<file path="config.mk">
export PLATFORM = sky130hd
export DESIGN_NAME = delayed_synapse_integrator_flat
export DESIGN_NICKNAME = d
export VERILOG_FILES = /design/src/rtl/snn_pkg.sv /design/src/rtl/delayed_synapse_integrator_if.sv /design/src/rtl/synapse_delay_line.sv /design/src/rtl/delayed_synapse_integrator.sv /design/src/flat_wrapper.sv
export SDC_FILE = /design/constraint.sdc
export NUM_CORES = 1
export LEC_CHECK = 0
export ABC_CLOCK_PERIOD_IN_PS = 10650
export BUFFER_PORTS_ARGS = -buffer_cell sky130_fd_sc_hd__buf_2
export CORE_ASPECT_RATIO = 0.9
export CORE_MARGIN = 1.5
export CORE_UTILIZATION = 61
export CTS_CLUSTER_DIAMETER = 60
export DETAILED_ROUTE_END_ITERATION = 10
export GPL_TIMING_DRIVEN = 0
export HOLD_SLACK_MARGIN = 0.15
export PLACE_DENSITY = 0.84
export SETUP_SLACK_MARGIN = 0.15
export SLEW_MARGIN = 25
export SYNTH_ARGS = -nofsm -noshare
export SYNTH_HDL_FRONTEND = slang
export SYNTH_SLANG_ARGS = --single-unit
</file>
<file path="constraint.sdc">
create_clock -name clk -period 10.65 [get_ports clk]
set_input_delay 2.13 -clock clk [delete_from_list [all_inputs] [get_ports clk]]
set_output_delay 2.13 -clock clk [all_outputs]
set_load 0.01 [all_outputs]
</file>
<file path="src/rtl/snn_pkg.sv">
// Shared spiking-network constants and the current saturation helper.
package snn_pkg;

  localparam int WEIGHT_W    = 8;
  localparam int CURRENT_W   = 8;
  localparam int SUM_W       = 12;
  localparam int CURRENT_MAX = 127;
  localparam int CURRENT_MIN = -128;

  // Clamp a wide signed sum into the neuron current range instead of wrapping.
  function automatic logic signed [CURRENT_W-1:0] saturate(input logic signed [SUM_W-1:0] sum);
    logic signed [SUM_W-1:0] max_v;
    logic signed [SUM_W-1:0] min_v;
    max_v = SUM_W'(CURRENT_MAX);
    min_v = SUM_W'(CURRENT_MIN);
    if (sum > max_v) begin
      return max_v[CURRENT_W-1:0];
    end else if (sum < min_v) begin
      return min_v[CURRENT_W-1:0];
    end
    return sum[CURRENT_W-1:0];
  endfunction

endpackage

</file>
<file path="src/rtl/delayed_synapse_integrator_if.sv">
// Bus between the network controller and the delayed synapse integrator.
interface delayed_synapse_integrator_if
  import snn_pkg::*;
#(
  parameter int NUM_INPUTS = 4,
  parameter int DELAY_W    = 2
);

  // current_valid qualifies input_current/arrivals for exactly one cycle per
  // enabled step; there is no ready, so the consumer must take it that cycle.
  logic                            enable;
  logic                            clear;
  logic [NUM_INPUTS-1:0]           spikes_in;
  logic [WEIGHT_W*NUM_INPUTS-1:0]  weights;
  logic [DELAY_W*NUM_INPUTS-1:0]   delays;
  logic [CURRENT_W-1:0]            input_current;
  logic                            current_valid;
  logic [NUM_INPUTS-1:0]           arrivals;

  modport master (
    output enable, clear, spikes_in, weights, delays,
    input  input_current, current_valid, arrivals
  );

  modport slave (
    input  enable, clear, spikes_in, weights, delays,
    output input_current, current_valid, arrivals
  );

endinterface

</file>
<file path="src/rtl/synapse_delay_line.sv">
// One synapse: pending-spike slots (slot k = arrives k steps from now) and
// the combinational arrival bit for the current step.
module synapse_delay_line #(
  parameter int DELAY_W = 2
) (
  input  logic               clk,
  input  logic               reset,
  input  logic               enable,
  input  logic               clear,
  input  logic               spike,
  input  logic [DELAY_W-1:0] delay,
  output logic               arrival
);

  localparam int MAX_DELAY = (1 << DELAY_W) - 1;

  logic [MAX_DELAY:1] slots;
  logic [MAX_DELAY:1] slots_nxt;

  assign arrival = ((delay == '0) && spike) || slots[1];

  // Shift toward slot 1, then OR in the new spike so collisions merge.
  always_comb begin
    slots_nxt = slots >> 1;
    for (int k = 1; k <= MAX_DELAY; k++) begin
      if (spike && (delay == DELAY_W'(k))) begin
        slots_nxt[k] = 1'b1;
      end
    end
  end

  always_ff @(posedge clk) begin
    if (reset || clear) begin
      slots <= '0;
    end else if (enable) begin
      slots <= slots_nxt;
    end
  end

endmodule

</file>
<file path="src/rtl/delayed_synapse_integrator.sv">
// Per-synapse delay lines feeding a saturated weighted sum that becomes the
// neuron's input current, registered once per enabled time step.
module delayed_synapse_integrator
  import snn_pkg::*;
#(
  parameter int NUM_INPUTS = 4,
  parameter int DELAY_W    = 2
) (
  input  logic                         clk,
  input  logic                         reset,
  delayed_synapse_integrator_if.slave  bus
);

  logic [NUM_INPUTS-1:0]          arrival_vec;
  logic signed [SUM_W-1:0]        sum;
  logic signed [CURRENT_W-1:0]    current_q;
  logic [NUM_INPUTS-1:0]          arrivals_q;
  logic                           valid_q;

  for (genvar i = 0; i < NUM_INPUTS; i++) begin : g_syn
    synapse_delay_line #(
      .DELAY_W (DELAY_W)
    ) u_line (
      .clk     (clk),
      .reset   (reset),
      .enable  (bus.enable),
      .clear   (bus.clear),
      .spike   (bus.spikes_in[i]),
      .delay   (bus.delays[DELAY_W*i +: DELAY_W]),
      .arrival (arrival_vec[i])
    );
  end

  // SUM_W is wide enough for NUM_INPUTS <= 8 full-scale weights.
  always_comb begin
    sum = '0;
    for (int i = 0; i < NUM_INPUTS; i++) begin
      if (arrival_vec[i]) begin
        sum = sum + SUM_W'(signed'(bus.weights[WEIGHT_W*i +: WEIGHT_W]));
      end
    end
  end

  always_ff @(posedge clk) begin
    if (reset) begin
      current_q  <= '0;
      arrivals_q <= '0;
      valid_q    <= 1'b0;
    end else if (bus.clear) begin
      valid_q <= 1'b0;
      if (bus.enable) begin
        current_q  <= '0;
        arrivals_q <= '0;
      end
    end else if (bus.enable) begin
      current_q  <= saturate(sum);
      arrivals_q <= arrival_vec;
      valid_q    <= 1'b1;
    end else begin
      valid_q <= 1'b0;
    end
  end

  assign bus.input_current = current_q;
  assign bus.arrivals      = arrivals_q;
  assign bus.current_valid = valid_q;

endmodule

</file>
<file path="src/flat_wrapper.sv">
// flat-port wrapper written by rule: the top's interface ports become plain ports
module delayed_synapse_integrator_flat import snn_pkg::*;
#(
  parameter int NUM_INPUTS = 4,
  parameter int DELAY_W    = 2
)
  (clk, reset, bus_enable, bus_clear, bus_spikes_in, bus_weights, bus_delays, bus_input_current, bus_current_valid, bus_arrivals);
  delayed_synapse_integrator_if #(.NUM_INPUTS(NUM_INPUTS), .DELAY_W(DELAY_W)) bus_i ();
  input  logic clk;
  input  logic reset;
  input wire logic [$bits(bus_i.enable)-1:0] bus_enable;
  input wire logic [$bits(bus_i.clear)-1:0] bus_clear;
  input wire logic [$bits(bus_i.spikes_in)-1:0] bus_spikes_in;
  input wire logic [$bits(bus_i.weights)-1:0] bus_weights;
  input wire logic [$bits(bus_i.delays)-1:0] bus_delays;
  output wire logic [$bits(bus_i.input_current)-1:0] bus_input_current;
  output wire logic [$bits(bus_i.current_valid)-1:0] bus_current_valid;
  output wire logic [$bits(bus_i.arrivals)-1:0] bus_arrivals;
  assign bus_i.enable = bus_enable;
  assign bus_i.clear = bus_clear;
  assign bus_i.spikes_in = bus_spikes_in;
  assign bus_i.weights = bus_weights;
  assign bus_i.delays = bus_delays;
  assign bus_input_current = bus_i.input_current;
  assign bus_current_valid = bus_i.current_valid;
  assign bus_arrivals = bus_i.arrivals;
  delayed_synapse_integrator #(.NUM_INPUTS(NUM_INPUTS), .DELAY_W(DELAY_W)) u_core (.clk(clk), .reset(reset), .bus(bus_i));
endmodule
</file>
==> impl_metrics.csv, run 1 <==
group,metric,value,unit
global_route,grt_max_degree,16,
cts,clk_pin_slew,0.10,ns
synthesis,synth_top_cell_by_area,"dfxtp_1",
layout,drive_above_1_share,0.214,
sta,setup_slack,2.47,ns
route,drtIter0Drc,118,
cts,clock_path_buffers,2,
sta,slew_headroom,0.554,
worst_setup_path,crit_cells,30,
min_path,hold_start,"u_core.g_syn[2].u_line.slots[3]$_SDFFE_PP0P_",
layout,instances_no_fill,513,
power_and_ir_drop,p_switching,0.000136,W
worst_setup_path,end_kind,"register",
place,pre_cts_ws,2.20,ns
synthesis,ys_ff_latch,25,
synthesis,avgSynthCellArea,7.79,µm²
worst_setup_path,arrival,8.39,ns
sta,fin_crit_sh,0.768,
floorplan,dieArea,0.00535,mm²
power_and_ir_drop,comb_power_share,0.535,
place,dpl.cell_count,509,
cts,clock_sinks,25,
power_and_ir_drop,p_leak,1.57,nW
route,vias_per_cell,5.90,
worst_setup_path,r2r-start,"u_core.g_syn[0].u_line.slots[1]$_SDFFE_PP0P_",
place,place_congestion,0.899,
synthesis,synthCells,385,
route,routed_wl,7250,µm
layout,antenna-diode-count,0,
sta,clock_skew,0.0125,ns
synthesis,async_flop_share,0,
worst_setup_path,cpLargestDelayFamily,"compound AO/OA/AOI/OAI gates",
cts,cts.repair.resized,0,
sta,rsz0062_at_grt,"no",
status,run_status,"finished, final reports clean",
layout,regArea,500,µm²
power_and_ir_drop,vdd_ir_drop_max,87.8,µV
floorplan,fp-row-count,24,
power_and_ir_drop,seqPwrFrac,0.296,
synthesis,synth_edf_count,0,
worst_setup_path,cp_data_required_time,10.85,ns
layout,multiInputGateArea,0.00236,mm²
synthesis,ys.flop_type,"dfxtp_1",
place,portBuffers,59,
layout,area_delta_synth_final,14.2,%
synthesis,synth-seq-area-share,0.167,
min_path,hold_depth,2,
synthesis,ys_warn_count,0,
cts,cts_tree,"done",
floorplan,start_util,0.628,
sta,min_period,8.18,ns
power_and_ir_drop,intPower,0.000207,W
route,drc,0,
sta,hold_violations,0,
route,vias,3029,
cts,cts-root-buf,"clkbuf_8",
global_route,grt_use_total,0.280,
power_and_ir_drop,power_switching_share,0.396,
worst_setup_path,ff2ff_path_depth,28,
cts,worstSkewPairLatency,0.28,ns
worst_setup_path,crit_buf_inv,3,
cts,postCtsHoldBufs,0,
floorplan,pin_count,61,
synthesis,synth_area,0.00300,mm²
flow_run,drv_cap,0,
cts,htree_levels,1,
power_and_ir_drop,power.share.clock,0.169,
cts,cts_buffers,3,
place,hpwl,5870,µm
floorplan,core-area,0.00477,mm²
global_route,grt_pass1_vias,2868,
synthesis,post-synth-top-count-cell,"nand2_1",
worst_setup_path,crit_type,"primary input to register",
sta,fmax,0.122,GHz
worst_setup_path,cp_slowest_cell,"xnor3_4",
synthesis,syn_nets,465,
route,final_antenna_net_count,0,
synthesis,ys_top_cells_by_count,"nand2_1, a21oi_1, nor2_1, ha_1, o21ai_0",
power_and_ir_drop,p_per_area,99.8,mW/mm²
sta,worst_pin_slew,0.667,ns
worst_setup_path,startpoint,"bus_delays[1]",
layout,fill_cells,398,
sta,setup-tns-final,0,ns
global_route,grt_overflow,0,
worst_setup_path,start_kind,"primary input",
global_route,grt_pass1_wl,12400,µm
worst_setup_path,critical-path-max-stage-delay,0.45,ns
synthesis,ys_types,68,
sta,setup_viol,0,
route,first_pass_iters,4,
floorplan,die_w,76.9,µm
layout,fin_nets,529,
route,routedWlPerCell,14.1,µm
floorplan,die_y,69.5,µm
cts,post_cts_buffers,0,
sta,slew_viol_final,0,
min_path,hold_class,"register to register",
worst_setup_path,worstPathMaxFanout,10,
synthesis,synth_area_leaders,"dfxtp_1, ha_1, a21oi_1",
global_route,antenna_found_initial,0,
synthesis,synth_top_area_share,0.167,
[cells by family after synthesis]
logic type	Yosys count	synth area share
adders and majority gates	32	0.141
DFF	25	0.167
xor gates and xnor gates	21	0.0671
muxes	8	0.0284
and+or+nand+nor	130	0.234
AOI/OAI and AO/OA	135	0.316
buffers and inverters	34	0.0467
[layer usage]
metal	wire, µm	global-route usage
met5	0	0
met4	77	0.0638
met3	297	0.0289
met2	3500	0.498
met1	3380	0.364
[sequential cells by signal (all words and copies together) (netlist names)]
signal,flops
u_core.bus.arrivals,4
u_core.bus.current_valid,1
u_core.bus.input_current,8
u_core.g_syn.u_line.slots,12
[through the flow]
step                      hold WS [ns]  cell area [µm²]   util  power, W
after floorplan                  0.443             3000      -  0.000239
after global placement           0.431             3380  0.707  0.000278
after detailed placement         0.442             3380  0.707  0.000283
after CTS                        0.467             3430  0.718  0.000340
after global routing             0.486             3430  0.718  0.000368
final                            0.475             3430  0.718  0.000342
[path summary, 6_finish.rpt]
check,to,slack [ns]
hold reg to reg,u_core.g_syn[2].u_line.slots[3]$_SDFFE_PP0P_,0.48
hold / removal,u_core.g_syn[2].u_line.slots[3]$_SDFFE_PP0P_,0.48
setup reg to reg,u_core.bus.input_current[6]$_SDFFE_PP0P_,4.33
setup / recovery,u_core.bus.input_current[6]$_SDFFE_PP0P_,2.47
[final cells by class]
type	instances	area share
Multi-Input combinational cell	326	0.689
Sequential cell	25	0.146
Timing Repair Buffer	59	0.0862
Inverter	24	0.0263
Tap cell	65	0.0237
Buffer	10	0.0146
Clock buffer	3	0.0121
Clock inverter	1	0.00219
[power by group through the flow]
stage                     logic [W]  clock network [W]  registers [W]
after global routing       0.000204          0.0000624       0.000102
after CTS                  0.000181          0.0000580       0.000101
after floorplan            0.000135                  0       0.000104
final                      0.000183          0.0000579       0.000101
after global placement     0.000175                  0       0.000103
after detailed placement   0.000180                  0       0.000103
[tightest hold or removal path, stage by stage (launching register included)]
cell and delay (ns):
dfxtp_1 0.31, nand2b_1 0.07, a21oi_1 0.05
[cell usage in the layout (no fill, tap or decap), drive strengths merged, types with 3 or more instances in the layout]
cell type,synthesis,final
buf,3,62
nand2,34,34
a21oi,32,32
nor2,30,30
ha,29,29
o21ai,29,29
dfxtp,25,25
inv,24,24
and2,11,11
xor2,10,10
nand2b,10,10
xnor2,10,10
a21o,10,10
clkbuf,7,10
nor2b,9,9
a31oi,8,8
a22oi,8,8
nand3,7,7
o21a,6,6
and3,6,6
nand4,5,5
o31ai,5,5
a211oi,5,5
mux2,4,4
mux2i,4,4
a221oi,4,4
or2,4,4
o21bai,3,3
a22o,3,3
o211ai,3,3
o21ba,3,3
fa,3,3
a31o,3,3
nor3,3,3
Power figures use the tool's default switching activity.
==> run 2, diff against run 1 <==
--- a/config.mk
+++ b/config.mk
@@ -5,16 +5,16 @@
 export SDC_FILE = /design/constraint.sdc
 export NUM_CORES = 1
 export LEC_CHECK = 0
-export ABC_CLOCK_PERIOD_IN_PS = 10650
+export ABC_CLOCK_PERIOD_IN_PS = 7200
 export BUFFER_PORTS_ARGS = -buffer_cell sky130_fd_sc_hd__buf_2
 export CORE_ASPECT_RATIO = 0.9
 export CORE_MARGIN = 1.5
-export CORE_UTILIZATION = 61
+export CORE_UTILIZATION = 51
 export CTS_CLUSTER_DIAMETER = 60
 export DETAILED_ROUTE_END_ITERATION = 10
 export GPL_TIMING_DRIVEN = 0
 export HOLD_SLACK_MARGIN = 0.15
-export PLACE_DENSITY = 0.84
+export PLACE_DENSITY = 0.75
 export SETUP_SLACK_MARGIN = 0.15
 export SLEW_MARGIN = 25
 export SYNTH_ARGS = -nofsm -noshare
==> constraint.sdc (replaced) <==
create_clock -name clk -period 7.2 [get_ports clk]
set_input_delay 1.44 -clock clk [delete_from_list [all_inputs] [get_ports clk]]
set_output_delay 1.44 -clock clk [all_outputs]
set_load 0.01 [all_outputs]
==> run 2 against run 1 <==
  * Combinational power grew 79%
  * Cell count rose by 4.1%
  * Via count grew 3.3%
  * Utilization is 5.4 points lower
  * Global-route usage fell by 3.7 points
  * Clock power increased by 42%
  * Largest power group unchanged
==> impl_metrics.csv, run 2 (synthesis results as in run 1) <==
group,metric,value,unit
global_route,grt_max_degree,14,
worst_setup_path,start_kind,"primary input",
cts,worstSkewPairLatency,0.27,ns
status,run_status,"finished, final reports clean",
worst_setup_path,arrival,6.98,ns
worst_setup_path,end_kind,"register",
route,vias_per_cell,5.86,
floorplan,die_w,83.9,µm
global_route,grt_overflow,0,
floorplan,core-area,0.00569,mm²
sta,fmax,0.147,GHz
layout,largest_reg_flops,12,
floorplan,fp-row-count,26,
route,drc,0,
sta,setup-tns-final,0,ns
worst_setup_path,cp_data_required_time,7.39,ns
cts,postCtsHoldBufs,0,
floorplan,start_util,0.527,
route,final_antenna_net_count,0,
layout,fin_nets,545,
sta,rsz0062_at_grt,"no",
place,portBuffers,59,
floorplan,dieArea,0.00635,mm²
global_route,grt_pass1_vias,2724,
sta,slew_headroom,0.504,
place,place_congestion,0.878,
sta,min_period,6.79,ns
floorplan,pin_count,61,
flow_run,drv_cap,0,
route,drtIter0Drc,112,
worst_setup_path,cp_slowest_cell,"or4_4",
route,routedWlPerCell,15.0,µm
sta,hold_violations,0,
cts,clk_pin_slew,0.08,ns
power_and_ir_drop,total_power,0.000559,W
floorplan,die_y,75.8,µm
layout,postLayoutCoreUtil,0.664,
place,hpwl,6140,µm
cts,cts-root-buf,"clkbuf_8",
cts,cts_buffers,3,
place,place_area,0.00338,mm²
sta,clock_skew,0.00204,ns
min_path,hold_class,"register to register",
sta,slew_viol_final,0,
sta,hold_ws,0.474,ns
global_route,antenna_found_initial,0,
layout,drive_above_1_share,0.300,
layout,antenna-diode-count,0,
worst_setup_path,critical-path-max-stage-delay,0.41,ns
route,first_pass_iters,4,
sta,fin_crit_sh,0.943,
cts,cts_tree,"done",
global_route,grt_use_total,0.243,
cts,clock_path_buffers,2,
power_and_ir_drop,p_leak,1.70,nW
route,routed_wl,8010,µm
route,vias,3129,
power_and_ir_drop,p_per_area,148,mW/mm²
cts,htree_levels,1,
layout,area_delta_synth_final,26.0,%
layout,final_area,0.00378,mm²
worst_setup_path,worstPathMaxFanout,7,
layout,layout_common_cells,"buf_2, nand2_1, nor2_1",
worst_setup_path,crit_type,"primary input to register",
power_and_ir_drop,vdd_ir_drop_max,131,µV
cts,clock_sinks,25,
layout,max_flop_register,"u_core.g_syn.u_line.slots",
sta,setup_viol,0,
layout,layout_commonest_cell,"buf_2",
global_route,grt_pass1_wl,12700,µm
sta,worst_pin_slew,0.742,ns
run 2: changes by cell type in the layout (fill, tap and decap cells not counted), moves of 4 or more:
cell / delta
o21ai_0: -6
a21oi_1: -4
ha_4: +5
ha_1: -5
o21ai_1: +5
buf_4: +17
run 2: through the flow:
step           setup slack, ns  cells
2_1_floorplan            0.381    385
3_3_place_gp            -0.494    514
3_5_place_dp            -0.549    514
4_1_cts                  0.162    523
5_1_grt                 0.0939    534
6_report                 0.412    534
run 2: where the power goes:
part	internal, W	switching (W)
logic	0.000154	0.000173
registers	0.000145	0.00000470
clock network	0.0000396	0.0000429
total	0.000339	0.000220
run 2: cell type report:
cell class / count / area, µm²
fillers: 481 / 1910
repair buffers: 75 / 430
multi-input cells: 326 / 2570
inverters: 24 / 90.1
flip-flops and latches: 25 / 500
clock buffers: 4 / 45.0
plain buffers: 10 / 53.8
well taps: 70 / 87.6
run 2: worst paths after layout:
kind                                                                   start                                       end  slack (ns)  depth (start not counted)
worst max-delay path                                           bus_delays[0]  u_core.bus.input_current[3]$_SDFFE_PP0P_        0.41                         31
worst min-delay path                     u_core.bus.arrivals[2]$_SDFFE_PP0P_       u_core.bus.arrivals[2]$_SDFFE_PP0P_        0.47                          2
worst max register to register  u_core.g_syn[0].u_line.slots[1]$_SDFFE_PP0P_  u_core.bus.input_current[3]$_SDFFE_PP0P_        1.44                         29
worst min register to register           u_core.bus.arrivals[2]$_SDFFE_PP0P_       u_core.bus.arrivals[2]$_SDFFE_PP0P_        0.47                          2
run 2: metal layers:
metal,track usage,vias to the layer above,wire length (µm)
met5,0,-,0
met4,0.0565,0,65
met3,0.0347,7,393
met2,0.433,74,3850
met1,0.319,1463,3710
li1,-,1585,-
run 2: worst max-delay path: cells and delay by family:
family / cells / cell delay [ns]
xor gates and xnor gates: 2 / 0.32
AOI/OAI and AO/OA: 14 / 2.52
adders and majority gates: 4 / 1.00
buffers and inverters: 6 / 0.59
and+or+nand+nor: 5 / 1.12
run 2: what timing repair did:
action                     CTS  global route
resized for setup           13            41
buffers inserted             5            11
pin swaps                    8            29
setup endpoints to repair    8             8
